===== src/rtl/dmem_ctrl_pkg.sv =====
// Shared encodings for the data-memory access controller: access sizes,
// FSM states, byte-enable base patterns and the alignment rule.
package dmem_ctrl_pkg;

    typedef enum logic [1:0] {
        LB_WORD  = 2'b00,
        LB_SBYTE = 2'b01,
        LB_SHALF = 2'b10,
        LB_UBYTE = 2'b11
    } lb_sel_e;

    typedef enum logic [1:0] {
        ST_IDLE = 2'b00,
        ST_BUSY = 2'b01,
        ST_DONE = 2'b10
    } state_e;

    localparam logic [3:0] BE_WORD = 4'b1111;
    localparam logic [3:0] BE_HALF = 4'b0011;
    localparam logic [3:0] BE_BYTE = 4'b0001;

    // Bytes are always aligned; halves need an even address, words a multiple of 4.
    function automatic logic is_misaligned(input lb_sel_e sel, input logic [1:0] off);
        case (sel)
            LB_WORD:  return off != 2'b00;
            LB_SHALF: return off[0];
            default:  return 1'b0;
        endcase
    endfunction

endpackage


===== src/rtl/dmem_align.sv =====
// Combinational lane logic: store-side byte enables and lane replication,
// load-side lane extraction with sign/zero extension.
module dmem_align
    import dmem_ctrl_pkg::*;
(
    input  lb_sel_e     st_sel,
    input  logic [1:0]  st_off,
    input  logic [31:0] wdata,
    output logic [3:0]  be,
    output logic [31:0] wdata_lane,
    output logic        misaligned,
    input  lb_sel_e     ld_sel,
    input  logic [1:0]  ld_off,
    input  logic [31:0] rdata,
    output logic [31:0] load_data
);

    logic [31:0] lane;

    always_comb begin
        be         = BE_WORD;
        wdata_lane = wdata;
        case (st_sel)
            LB_SBYTE, LB_UBYTE: begin
                be         = BE_BYTE << st_off;
                wdata_lane = {4{wdata[7:0]}};
            end
            LB_SHALF: begin
                be         = BE_HALF << st_off;
                wdata_lane = {2{wdata[15:0]}};
            end
            default: ;
        endcase
    end

    assign misaligned = is_misaligned(st_sel, st_off);

    assign lane = rdata >> {ld_off, 3'b000};

    always_comb begin
        load_data = rdata;
        case (ld_sel)
            LB_SBYTE: load_data = {{24{lane[7]}}, lane[7:0]};
            LB_SHALF: load_data = {{16{lane[15]}}, lane[15:0]};
            LB_UBYTE: load_data = {24'h0, lane[7:0]};
            default:  load_data = rdata;
        endcase
    end

endmodule


===== src/rtl/dmem_access_ctrl.sv =====
// Data-memory access sequencer between EX/MEM and MEM/WB: issues one req/ack
// transaction per load/store, stalls the pipeline until it completes or times out.
//
// state | meaning
// IDLE  | waiting for a load/store; aligned access launches, misaligned is dropped
// BUSY  | request outstanding, counting cycles toward timeout
// DONE  | result (or timeout) presented for one cycle, pipeline released
module dmem_access_ctrl
    import dmem_ctrl_pkg::*;
#(
    parameter int unsigned TIMEOUT_CYCLES = 255
) (
    input  logic        clk,
    input  logic        rst,
    input  logic        mem_read_i,
    input  logic        mem_write_i,
    input  logic [1:0]  lb_sel_i,
    input  logic [31:0] addr_i,
    input  logic [31:0] wdata_i,
    output logic        dmem_req_o,
    output logic        dmem_we_o,
    output logic [31:0] dmem_addr_o,
    output logic [3:0]  dmem_be_o,
    output logic [31:0] dmem_wdata_o,
    input  logic        dmem_ack_i,
    input  logic [31:0] dmem_rdata_i,
    output logic [31:0] load_data_o,
    output logic        load_valid_o,
    output logic        stall_o,
    output logic        misalign_o,
    output logic        timeout_o
);

    localparam int unsigned CNT_W = $clog2(TIMEOUT_CYCLES + 1);
    localparam logic [CNT_W-1:0] CNT_LAST = CNT_W'(TIMEOUT_CYCLES - 1);

    state_e           state, next_state;
    logic [CNT_W-1:0] cnt;
    lb_sel_e          ld_sel_q;
    logic [1:0]       ld_off_q;
    logic             is_read_q;

    logic             launch, drop, expired;
    logic [3:0]       be_c;
    logic [31:0]      wdata_c, load_c;
    logic             misaligned_c;

    dmem_align u_align (
        .st_sel     (lb_sel_e'(lb_sel_i)),
        .st_off     (addr_i[1:0]),
        .wdata      (wdata_i),
        .be         (be_c),
        .wdata_lane (wdata_c),
        .misaligned (misaligned_c),
        .ld_sel     (ld_sel_q),
        .ld_off     (ld_off_q),
        .rdata      (dmem_rdata_i),
        .load_data  (load_c)
    );

    always_ff @(posedge clk) begin
        if (rst) state <= ST_IDLE;
        else     state <= next_state;
    end

    always_comb begin
        next_state = state;
        stall_o    = 1'b0;
        launch     = 1'b0;
        drop       = 1'b0;
        expired    = 1'b0;
        case (state)
            ST_IDLE: begin
                if (mem_read_i || mem_write_i) begin
                    if (misaligned_c) begin
                        drop = 1'b1;
                    end else begin
                        launch     = 1'b1;
                        stall_o    = 1'b1;
                        next_state = ST_BUSY;
                    end
                end
            end
            ST_BUSY: begin
                stall_o = 1'b1;
                // an ack on the last allowed cycle still completes normally
                expired = !dmem_ack_i && (cnt == CNT_LAST);
                if (dmem_ack_i || expired) next_state = ST_DONE;
            end
            ST_DONE: next_state = ST_IDLE;
            default: next_state = ST_IDLE;
        endcase
    end

    always_ff @(posedge clk) begin
        if (rst) begin
            cnt          <= '0;
            dmem_req_o   <= 1'b0;
            dmem_we_o    <= 1'b0;
            dmem_addr_o  <= '0;
            dmem_be_o    <= '0;
            dmem_wdata_o <= '0;
            load_data_o  <= '0;
            load_valid_o <= 1'b0;
            misalign_o   <= 1'b0;
            timeout_o    <= 1'b0;
            ld_sel_q     <= LB_WORD;
            ld_off_q     <= 2'b00;
            is_read_q    <= 1'b0;
        end else begin
            misalign_o   <= drop;
            load_valid_o <= 1'b0;
            timeout_o    <= 1'b0;
            if (launch) begin
                cnt          <= '0;
                dmem_req_o   <= 1'b1;
                dmem_we_o    <= mem_write_i;
                dmem_addr_o  <= {addr_i[31:2], 2'b00};
                dmem_be_o    <= be_c;
                dmem_wdata_o <= wdata_c;
                ld_sel_q     <= lb_sel_e'(lb_sel_i);
                ld_off_q     <= addr_i[1:0];
                is_read_q    <= !mem_write_i;
            end
            if (state == ST_BUSY) begin
                cnt <= cnt + CNT_W'(1);
                if (dmem_ack_i) begin
                    dmem_req_o   <= 1'b0;
                    load_valid_o <= is_read_q;
                    if (is_read_q) load_data_o <= load_c;
                end else if (expired) begin
                    dmem_req_o   <= 1'b0;
                    load_valid_o <= is_read_q;
                    load_data_o  <= '0;
                    timeout_o    <= 1'b1;
                end
            end
        end
    end

endmodule


===== config.mk =====
export PLATFORM = sky130hd
export DESIGN_NAME = dmem_access_ctrl
export DESIGN_NICKNAME = d
export VERILOG_FILES = /design/src/rtl/dmem_ctrl_pkg.sv /design/src/rtl/dmem_align.sv /design/src/rtl/dmem_access_ctrl.sv
export SDC_FILE = /design/constraint.sdc
export NUM_CORES = 1
export LEC_CHECK = 0
export BUFFER_PORTS_ARGS = -buffer_cell sky130_fd_sc_hd__buf_2
export CAP_MARGIN = 5
export CORE_AREA = 10 10 116 118
export CTS_BUF_LIST = sky130_fd_sc_hd__clkbuf_8 sky130_fd_sc_hd__clkbuf_16
export DETAILED_ROUTE_END_ITERATION = 10
export DIE_AREA = 0 0 126 128
export HOLD_SLACK_MARGIN = 0.02
export MAX_ROUTING_LAYER = met4
export PLACE_DENSITY = 0.88
export SLEW_MARGIN = 20
export SYNTH_ARGS = -nofsm -noshare
export SYNTH_HDL_FRONTEND = slang
export SYNTH_SLANG_ARGS = --single-unit

===== constraint.sdc =====
create_clock -name clk -period 2.32 [get_ports clk]
set_input_delay 0.232 -clock clk [delete_from_list [all_inputs] [get_ports clk]]
set_output_delay 0.232 -clock clk [all_outputs]
set_load 0.02 [all_outputs]

==> impl_metrics.json, run 1 <==
{
  "status": "complete, no violations",
  "p_leak_nw": 3.14,
  "first_pass_iters": 5,
  "clock_latency_ns": 0.42,
  "whs_path_depth": 2,
  "synth_seq_cells": 118,
  "antenna_found_initial": 1,
  "post-route-period-util_pct": 92.9,
  "overflow": 0,
  "fin_ws_ns": 0.165,
  "avgSynthCellArea_um2": 8.66,
  "path_buf_inv": 0,
  "rows": 39,
  "drtIter0Drc": 622,
  "grt_pass1_wl_um": 28800,
  "core-area_um2": 11200,
  "dpl-instance-area_um2": 6480,
  "slew_viol_final": 0,
  "cts.path.max_buffers": 2,
  "max_cap_viol_count": 0,
  "worstSetupPathDepth": 4,
  "netlist_area_um2": 5360,
  "synth_top_area_share_pct": 44.1,
  "cp.required_ns": 2.57,
  "synth.most_common_cell": "dfxtp_1",
  "finClkSkew_ns": 0.0108,
  "stdcell_count": 954,
  "dp_worst_setup_slack_ns": 0.237,
  "cts_resized": 0,
  "vias": 5646,
  "grt_pass1_vias": 5605,
  "cts.clk_slew.worst_paths_ns": 0.05,
  "ys_types": 50,
  "antenna_left": 0,
  "htree_levels": 4,
  "num-fill-cells": 955,
  "grt_max_degree": 83,
  "startpoint_type": "register",
  "fmax_ghz": 0.464,
  "arrival_ns": 2.40,
  "slowest_delay_ns": 0.77,
  "start_util_pct": 47.7,
  "postRouteWirelength_um": 18200,
  "die_width_um": 126,
  "timing.final.crit_period_ns": 2.15,
  "port_buffers": 206,
  "fin_tns_setup_ns": 0,
  "whs_ns": 0.0349,
  "p_total_mw": 5.99,
  "path_max_fanout": 17,
  "holdBufCountCts": 0,
  "worstMarginPinSlew_ns": 0.929,
  "die_h_um": 128,
  "power_density_nw_per_um2": 844,
  "synth_top_flop_cell": "dfxtp_1",
  "synthTopCellsByArea": "dfxtp_1 (44%), a21oi_1 (7.5%), o21ai_0 (7.0%)",
  "hold_viol": 0,
  "final_util_pct": 63.3,
  "area_delta_synth_final_pct": 32.5,
  "drcViolationCount": 0,
  "io_pins": 209,
  "tritoncts": "done",
  "critPathKind": "reg2reg",
  "yosysTopAreaCell": "dfxtp_1",
  "nets": 903,
  "holdCritPathClass": "in2reg",
  "ir_worst_vdd_uv": 547,
  "cts_setup_buffers": 0,
  "end_kind": "register",
  "clk_root_buffer_cell": "clkbuf_16",
  "dp.cells": 922,
  "setup_viol": 0,
  "drive_gt1_share_pct": 33.8,
  "cts_buffers": 17,
  "synth_commonest_cells": "dfxtp_1 (118), a21oi_1 (80), o21ai_0 (75)",
  "fin_area_um2": 7100,
  "cp_top_family": "compound AO/OA/AOI/OAI gates",
  "relSlewSlack_pct": 38.0,
  "yosysSeqAreaShare_pct": 44.1,
  "die_area_um2": 16100,
  "rsz0062_at_grt": "false",
  "cts_num_sinks": 118,
  "place_congestion": 0.902,
  "reg2reg_depth": 4,
  "synth_edf_count": 0,
  "netlist_instances": 619,
  "ys_warn_count": 0,
  "dp_hpwl_um": 12900,
  "critPathSlowestCell": "o32a_1",
  "viasPerCell": 5.92,
  "post_drt_wl_per_cell_um": 19.1,
  "grt_usage_pct": 22.4,
  "crit_chain": "mux4_2, nor2b_1, o32a_1, o2bb2ai_1",
  "synthArstFlopShare_pct": 0
}
[state kept, by name, summed over array words and instances (netlist names), 2 cells and up]
| signal | count |
|---|---|
| ld_sel_q | 2 |
| dmem_addr_o | 30 |
| state | 2 |
| ld_off_q | 2 |
| dmem_wdata_o | 32 |
| dmem_be_o | 4 |
| load_data_o | 32 |
| cnt | 8 |
[layout make-up]
| type | instances | area, µm² | area share [%] |
|---|---|---|---|
| timing repair buffer | 223 | 1180 | 16.7 |
| sequential | 118 | 2360 | 33.3 |
| inverter | 15 | 56.3 | 0.793 |
| clock inverter | 9 | 124 | 1.74 |
| tap | 143 | 179 | 2.52 |
| multi-input combinational | 423 | 2700 | 38.0 |
| antenna | 1 | 2.50 | 0.0352 |
| clock buffer | 22 | 494 | 6.96 |
[cell usage in the layout, fill, tap and decap left out, types with 2 or more instances in the layout]
master and n:
o22ai_1 6, o21ai_0 75, o21a_1 2, nor2b_1 4, inv_1 16, nand4_1 2
or3_1 3, o2bb2ai_1 29, or4_1 2, nand2b_1 12, o21ba_2 2, clkinvlp_4 2
buf_2 206, o31ai_1 3, nor4_1 2, mux2i_1 25, a21oi_1 79, buf_12 2
o21ai_1 2, buf_4 15, conb_1 2, clkbuf_8 5, nand2_1 24, dfxtp_1 118
o2bb2ai_2 10, ha_1 2, nor3_1 5, nand3_1 53, a21o_1 8, bufinv_16 3
clkbuf_16 17, nor2_1 24, a211oi_1 4, a311oi_1 23, clkinv_2 3
[power by group]
part / switching [mW] / internal (mW) / leakage [nW]
Clock: 0.895 / 1.81 / 0.305
Sequential: 0.0716 / 2.16 / 0.965
Combinational: 0.686 / 0.368 / 1.87
[path summary, 6_finish.rpt]
kind / from / end / slack (ns)
worst max-delay path: ld_off_q[1] / load_data_o[15] / 0.17
worst min-delay path: dmem_ack_i / timeout_o / 0.03
worst max register to register: ld_off_q[1] / load_data_o[15] / 0.17
worst min register to register: load_data_o[2] / load_data_o[2] / 0.46
[layer usage]
layer / GRT usage (%) / up-vias / wire, µm / part of all wire (%)
li1: - / 2650 / - / -
met1: 26.8 / 2658 / 7540 / 41
met2: 33.5 / 299 / 8510 / 47
met3: 7.24 / 39 / 1680 / 9.2
met4: 10.7 / 0 / 510 / 2.8
met5: - / - / 0 / 0
[cells by family (layout without fill, tap and decap cells)]
logic type | Yosys count | in the layout | synth area share (%)
buf+inv | 79 | 269 | 6.16
xor+xnor | 1 | 1 | 0.163
mux | 26 | 26 | 5.09
simple gates | 135 | 135 | 12.5
fa+ha+maj | 2 | 2 | 0.467
compound gates | 257 | 257 | 31.5
other cells | 1 | 3 | 0.0700
flops | 118 | 118 | 44.1
Note: power is estimated with default switching activity, not from simulation.
==> inputs of run 2 (changes only) <==
CORE_AREA = 10 10 112 114   (was 10 10 116 118)
DIE_AREA = 0 0 122 124   (was 0 0 126 128)
PLACE_DENSITY = 0.94   (was 0.88)
clock period = 2.8 ns   (was 2.32 ns; I/O delays follow)
==> run 2 against run 1 <==
Effect of this change:
- maximum frequency fell by 4.6%
- combinational power fell by 17%
- clock skew barely moved
- clock power shrank 30%
- count of clock-buffer cells in the layout fell by 4
- die area shrank 6.2%
- design area decreased by 0.14%
- cell count grew 0.10%
- global-route usage grew 0.94 points
- sequential cell count unchanged
- worst setup slack better by 0.38 ns
- largest power group unchanged
- highest routed layer unchanged
==> impl_metrics.json, run 2 (synthesized netlist as in run 1, its figures left out) <==
{
  "cts_num_sinks": 118,
  "cts.clk_slew.worst_paths_ns": 0.06,
  "worstMarginPinSlew_ns": 0.872,
  "clkPwrFrac_pct": 41.1,
  "max_cap_viol_count": 0,
  "overflow": 0,
  "antenna_left": 0,
  "post-route-period-util_pct": 80.6,
  "power_density_nw_per_um2": 652,
  "mostFrequentLayoutCell": "buf_2",
  "holdCritPathClass": "in2reg",
  "drtIter0Drc": 567,
  "timing.final.crit_period_ns": 2.26,
  "grt_max_degree": 69,
  "largestRegisters": "dmem_wdata_o: 32 flops, load_data_o: 32 flops, dmem_addr_o: 30 flops",
  "clock_latency_ns": 0.50,
  "switching_power_mw": 1.35,
  "setup_viol": 0,
  "vias": 5648,
  "sw_frac_of_total_pct": 29.3,
  "die_h_um": 124,
  "cts.path.max_buffers": 2,
  "finClkSkew_ns": 0.0108,
  "rows": 37,
  "power_frac_seq_pct": 40.1,
  "grt_pass1_vias": 5466,
  "fmax_ghz": 0.443,
  "p_comb_share_pct": 18.8,
  "drcViolationCount": 0,
  "antenna_found_initial": 0,
  "place_congestion": 0.904,
  "io_pins": 209,
  "relSlewSlack_pct": 41.8,
  "grt_pass1_wl_um": 27900,
  "status": "complete, no violations",
  "clk_root_buffer_cell": "clkbuf_8",
  "viasPerCell": 5.91,
  "grt_usage_pct": 23.3,
  "start_util_pct": 52.4,
  "postRouteWirelength_um": 18100,
  "end_kind": "register",
  "rsz0062_at_grt": "false",
  "diodes": 0,
  "arrival_ns": 2.61,
  "cts_buffers": 17,
  "fin_tns_setup_ns": 0,
  "p_leak_nw": 3.13,
  "layout_common_cells": "buf_2 (206), dfxtp_1 (118), a21oi_1 (79), o21ai_0 (75), nand3_1 (53)",
  "area_delta_synth_final_pct": 32.3,
  "post_drt_wl_per_cell_um": 18.9,
  "htree_levels": 4,
  "startpoint_type": "register",
  "port_buffers": 206,
  "first_pass_iters": 5,
  "critPathKind": "reg2reg",
  "dp_hpwl_um": 12600,
  "drive_gt1_share_pct": 32.6,
  "internal-power_mw": 3.27,
  "cp.required_ns": 3.15,
  "die_area_um2": 15100,
  "die_width_um": 122,
  "tritoncts": "done",
  "ir_worst_vdd_uv": 349,
  "slew_viol_final": 0,
  "p_total_mw": 4.62,
  "hold_viol": 0,
  "num-fill-cells": 818,
  "path_max_fanout": 17,
  "core-area_um2": 10200,
  "nets": 913
}
-- run 2: cell count changes in the layout (fill, tap and decap cells not counted) --
cell and change:
clkinv_4 +1, dlygate4sd3_1 +15, diode_2 -1, buf_4 -4, inv_1 +1, clkbuf_8 -3, clkinv_2 +3, clkbuf_16 -1
buf_12 -1, bufinv_16 -2
-- run 2: power groups by stage --
stage	Clock, mW	Sequential [mW]	Combinational [mW]
2_1_floorplan	0	1.99	0.418
3_3_place_gp	0	1.88	0.825
3_5_place_dp	0	1.89	0.841
4_1_cts	1.92	1.85	0.862
5_1_grt	1.99	1.86	0.942
6_report	1.90	1.86	0.868
-- run 2: worst paths after layout --
kind | startpoint | to | slack (ns) | cells after the start
setup / recovery | ld_off_q[0] | load_data_o[16] | 0.54 | 4
hold / removal | addr_i[5] | dmem_addr_o[5] | 0.03 | 3
setup reg to reg | ld_off_q[0] | load_data_o[16] | 0.54 | 4
hold reg to reg | load_data_o[16] | load_data_o[16] | 0.45 | 1
-- run 2: final cells by class --
type	instances	area, µm²	share of cell area [%]
Multi-Input combinational cell	423	2700	38.1
Inverter	15	56.3	0.794
Clock buffer	18	428	6.04
Tap cell	136	170	2.40
Clock inverter	12	91.3	1.29
Timing Repair Buffer	233	1280	18.1
Sequential cell	118	2360	33.3
-- run 2: timing repair --
action / in CTS / in global routing
gates resized for setup: 0 / 0
buffers inserted: 0 / 0
endpoints found under the setup margin: 0 / 0
hold endpoints to repair: 15 / 0
hold buffers: 15 / 0
-- run 2: per-stage QoR --
| step | cells | worst slack, ns | hold slack (ns) | cell area, µm² | util (%) |
|---|---|---|---|---|---|
| final | 955 | 0.542 | 0.0322 | 7090 | 69.3 |
| after global routing | 955 | 0.360 | 0.0291 | 7090 | 69.3 |
| after CTS | 955 | 0.533 | 0.0217 | 7090 | 69.3 |
| after detailed placement | 910 | 0.609 | 0.439 | 6420 | 62.7 |
| after global placement | 910 | 0.670 | 0.427 | 6420 | 62.7 |
| after floorplan | 620 | 1.05 | 0.357 | 5360 | - |
-- run 2: per-layer routing --
metal	routed length [µm]	GRT usage, %	vias up	part of all wire, %
met3	1470	6.70	43	8.1
met5	0	-	-	0
met4	503	9.09	0	2.8
met1	7140	26.6	2645	39
li1	-	-	2663	-
met2	8970	38.0	297	50
-- run 2: critical path, cell delays in order (launching register included) --
cell and delay, ns:
dfxtp_1 0.57, mux4_2 0.48, nor2b_1 0.16, o32a_1 0.74, o2bb2ai_1 0.15
==> inputs of run 3 (changes only) <==
ABC_AREA = 1   (was not set)
CORE_AREA = 10 10 117 119   (was 10 10 112 114)
DIE_AREA = 0 0 127 129   (was 0 0 122 124)
PLACE_DENSITY = 0.88   (was 0.94)
clock period = 2.1 ns   (was 2.8 ns; I/O delays follow)
==> run 3 against run 2 <==
Effect of this change:
- clock power grew 54%
- largest cell class unchanged
- routed wire length increased by 1.2%
- critical path type is now reg2out
- count of clock-buffer cells in the layout unchanged
- area after synthesis is 2.2% higher
- combinational power rose by 44%
- power up 44%
==> impl_metrics.json, run 3 <==
{
  "synth_edf_count": 0,
  "ir_worst_vdd_uv": 742,
  "holdBufCountCts": 0,
  "synthTopCellsByArea": "dfxtp_1 (43%), nand2_1 (13%), nor2_1 (8.7%)",
  "grt_usage_pct": 22.1,
  "arrival_ns": 1.62,
  "fmax_ghz": 0.547,
  "slew_viol_final": 0,
  "grt_max_degree": 65,
  "port_buffers": 206,
  "rsz0062_at_grt": "false",
  "switching_power_mw": 1.97,
  "clkPwrFrac_pct": 43.8,
  "place_congestion": 0.957,
  "hold_viol": 0,
  "netlist_instances": 796,
  "r2r-end": "dmem_wdata_o[6]",
  "ys_types": 34,
  "layout_common_cells": "buf_2 (206), nand2_1 (194), nor2_1 (127), dfxtp_1 (118), a21oi_1 (80)",
  "worstMarginPinSlew_ns": 0.781,
  "avgSynthCellArea_um2": 6.88,
  "diodes": 0,
  "viasPerCell": 5.35,
  "holdCritPathClass": "in2reg",
  "clk_root_buffer_cell": "clkbuf_16",
  "ys_warn_count": 0,
  "vias": 6083,
  "relSlewSlack_pct": 47.9,
  "post_drt_wl_per_cell_um": 16.1,
  "synth.most_common_cell": "nand2_1",
  "cp.required_ns": 1.89,
  "drcViolationCount": 0,
  "area_delta_synth_final_pct": 30.2,
  "power_density_nw_per_um2": 935,
  "yosysTopAreaCell": "dfxtp_1",
  "p_comb_share_pct": 18.7,
  "antenna_found_initial": 0,
  "mostFrequentLayoutCell": "buf_2",
  "crit_chain": "nor3_1, nand2_2, nand2_1, buf_2",
  "cts_buffers": 17,
  "io_pins": 209,
  "clock_latency_ns": 0.41,
  "tritoncts": "done",
  "grt_pass1_vias": 5698,
  "critical_path.startpoint": "state[0]",
  "critPathKind": "reg2out",
  "cts.path.max_buffers": 2,
  "die_h_um": 129,
  "die_area_um2": 16400,
  "critPathCapture": "stall_o",
  "largestRegisters": "dmem_wdata_o: 32 flops, load_data_o: 32 flops, dmem_addr_o: 30 flops",
  "synth_top_area_share_pct": 43.1,
  "whs_ns": 0.0385,
  "grt_util_met2_pct": 34.4,
  "overflow": 0,
  "cts.clk_slew.worst_paths_ns": 0.05,
  "rows": 39,
  "cp_top_family": "simple AND/OR/NAND/NOR gates",
  "fin_tns_setup_ns": 0,
  "startpoint_type": "register",
  "path_max_fanout": 7,
  "status": "complete, no violations",
  "num-fill-cells": 989,
  "sw_frac_of_total_pct": 29.6,
  "nets": 1086,
  "synth_seq_cells": 118,
  "power_frac_seq_pct": 37.5,
  "antenna_left": 0,
  "end_kind": "output port",
  "finClkSkew_ns": 0.0101,
  "worstSetupPathDepth": 4,
  "htree_levels": 4,
  "core-area_um2": 11300,
  "first_pass_iters": 6,
  "cts_setup_buffers": 0,
  "critPathSlowestCell": "dfxtp_1",
  "rrSetupSlack_ns": 0.42,
  "drtIter0Drc": 614,
  "synthArstFlopShare_pct": 0,
  "setup_viol": 0,
  "post-route-period-util_pct": 87.0,
  "postRouteWirelength_um": 18300,
  "yosysSeqAreaShare_pct": 43.1,
  "r2r_start": "state[0]",
  "start_util_pct": 48.4,
  "p_leak_nw": 3.42,
  "timing.final.crit_period_ns": 1.83,
  "slowest_delay_ns": 0.32,
  "cts_resized": 0,
  "synth_top_flop_cell": "dfxtp_1",
  "reg2reg_depth": 6,
  "internal-power_mw": 4.70,
  "grt.met1_usage_pct": 24.7,
  "grt_use_met3_pct": 9.61,
  "whs_path_depth": 3,
  "grt_pass1_wl_um": 28700,
  "die_width_um": 127,
  "synth_commonest_cells": "nand2_1 (194), nor2_1 (127), dfxtp_1 (118)",
  "max_cap_viol_count": 0,
  "path_buf_inv": 1,
  "drive_gt1_share_pct": 27.2,
  "dp_hpwl_um": 13300,
  "top_usage_layer": "met2",
  "netlist_area_um2": 5480,
  "cts_num_sinks": 118
}
[run 3: changes by cell type after synthesis, sizes merged, moves of 9 or more]
| cell | change |
|---|---|
| a311oi | -23 |
| buf | +21 |
| clkbuf | -32 |
| inv | +35 |
| mux2i | -25 |
| nand2 | +172 |
| nand2b | -13 |
| nand3 | +16 |
| nor2 | +108 |
| o211ai | +9 |
| o21ai | -11 |
| o2bb2ai | -39 |
[run 3: area by class of cell]
class	instances	area, µm²	share of cell area, %
inverters	50	190	2.67
well taps	143	179	2.51
flip-flops and latches	118	2360	33.1
repair buffers	218	1160	16.2
clock inverters	14	159	2.23
clock buffers	18	439	6.16
multi-input cells	576	2640	37.1
[run 3: worst min path at each step]
stage	from	to	slack (ns)
2_1_floorplan	wdata_i[0]	dmem_wdata_o[0]	0.35
3_5_place_dp	dmem_wdata_o[18]	dmem_wdata_o[18]	0.45
4_1_cts	addr_i[5]	dmem_addr_o[5]	0.03
3_3_place_gp	addr_i[5]	dmem_addr_o[5]	0.44
6_report	addr_i[5]	dmem_addr_o[5]	0.04
5_1_grt	addr_i[29]	dmem_addr_o[29]	0.06
[run 3: power by group through the flow]
stage | registers [mW] | logic, mW | clock network, mW
final | 2.50 | 1.25 | 2.92
after global routing | 2.52 | 1.38 | 3.04
after CTS | 2.50 | 1.25 | 2.95
after detailed placement | 2.54 | 1.24 | 0
after global placement | 2.54 | 1.22 | 0
after floorplan | 2.71 | 0.645 | 0
[run 3: routing by layer]
metal / routed length (µm) / vias up
li1: - / 2958
met1: 6980 / 2730
met2: 8500 / 364
met3: 2460 / 31
met4: 363 / 0
met5: 0 / -
[run 3: kinds of logic after synthesis]
kind of cell | share of synthesized area (%)
other | 0.0684
AO/OA/AOI/OAI | 16.8
adder cells (fa/ha/maj) | 0.457
buffers and inverters | 8.70
AND/OR/NAND/NOR | 30.9
flip-flops | 43.1
[run 3: tightest hold or removal path: cells and delay by family]
family	cells	cell delay [ns]
AO/OA/AOI/OAI	1	0.05
buffers and inverters	1	0.07
AND/OR/NAND/NOR	1	0.07
[run 3: through the flow]
| step | util (%) | total power, mW | setup WS (ns) | instance area (µm²) | std cells |
|---|---|---|---|---|---|
| floorplan | - | 3.36 | 0.703 | 5480 | 797 |
| global placement | 57.7 | 3.75 | 0.489 | 6530 | 1105 |
| detailed placement | 57.7 | 3.78 | 0.440 | 6530 | 1105 |
| CTS | 63.0 | 6.69 | 0.247 | 7130 | 1137 |
| global route | 63.0 | 6.94 | 0.181 | 7130 | 1137 |
| finish | 63.0 | 6.67 | 0.273 | 7130 | 1137 |
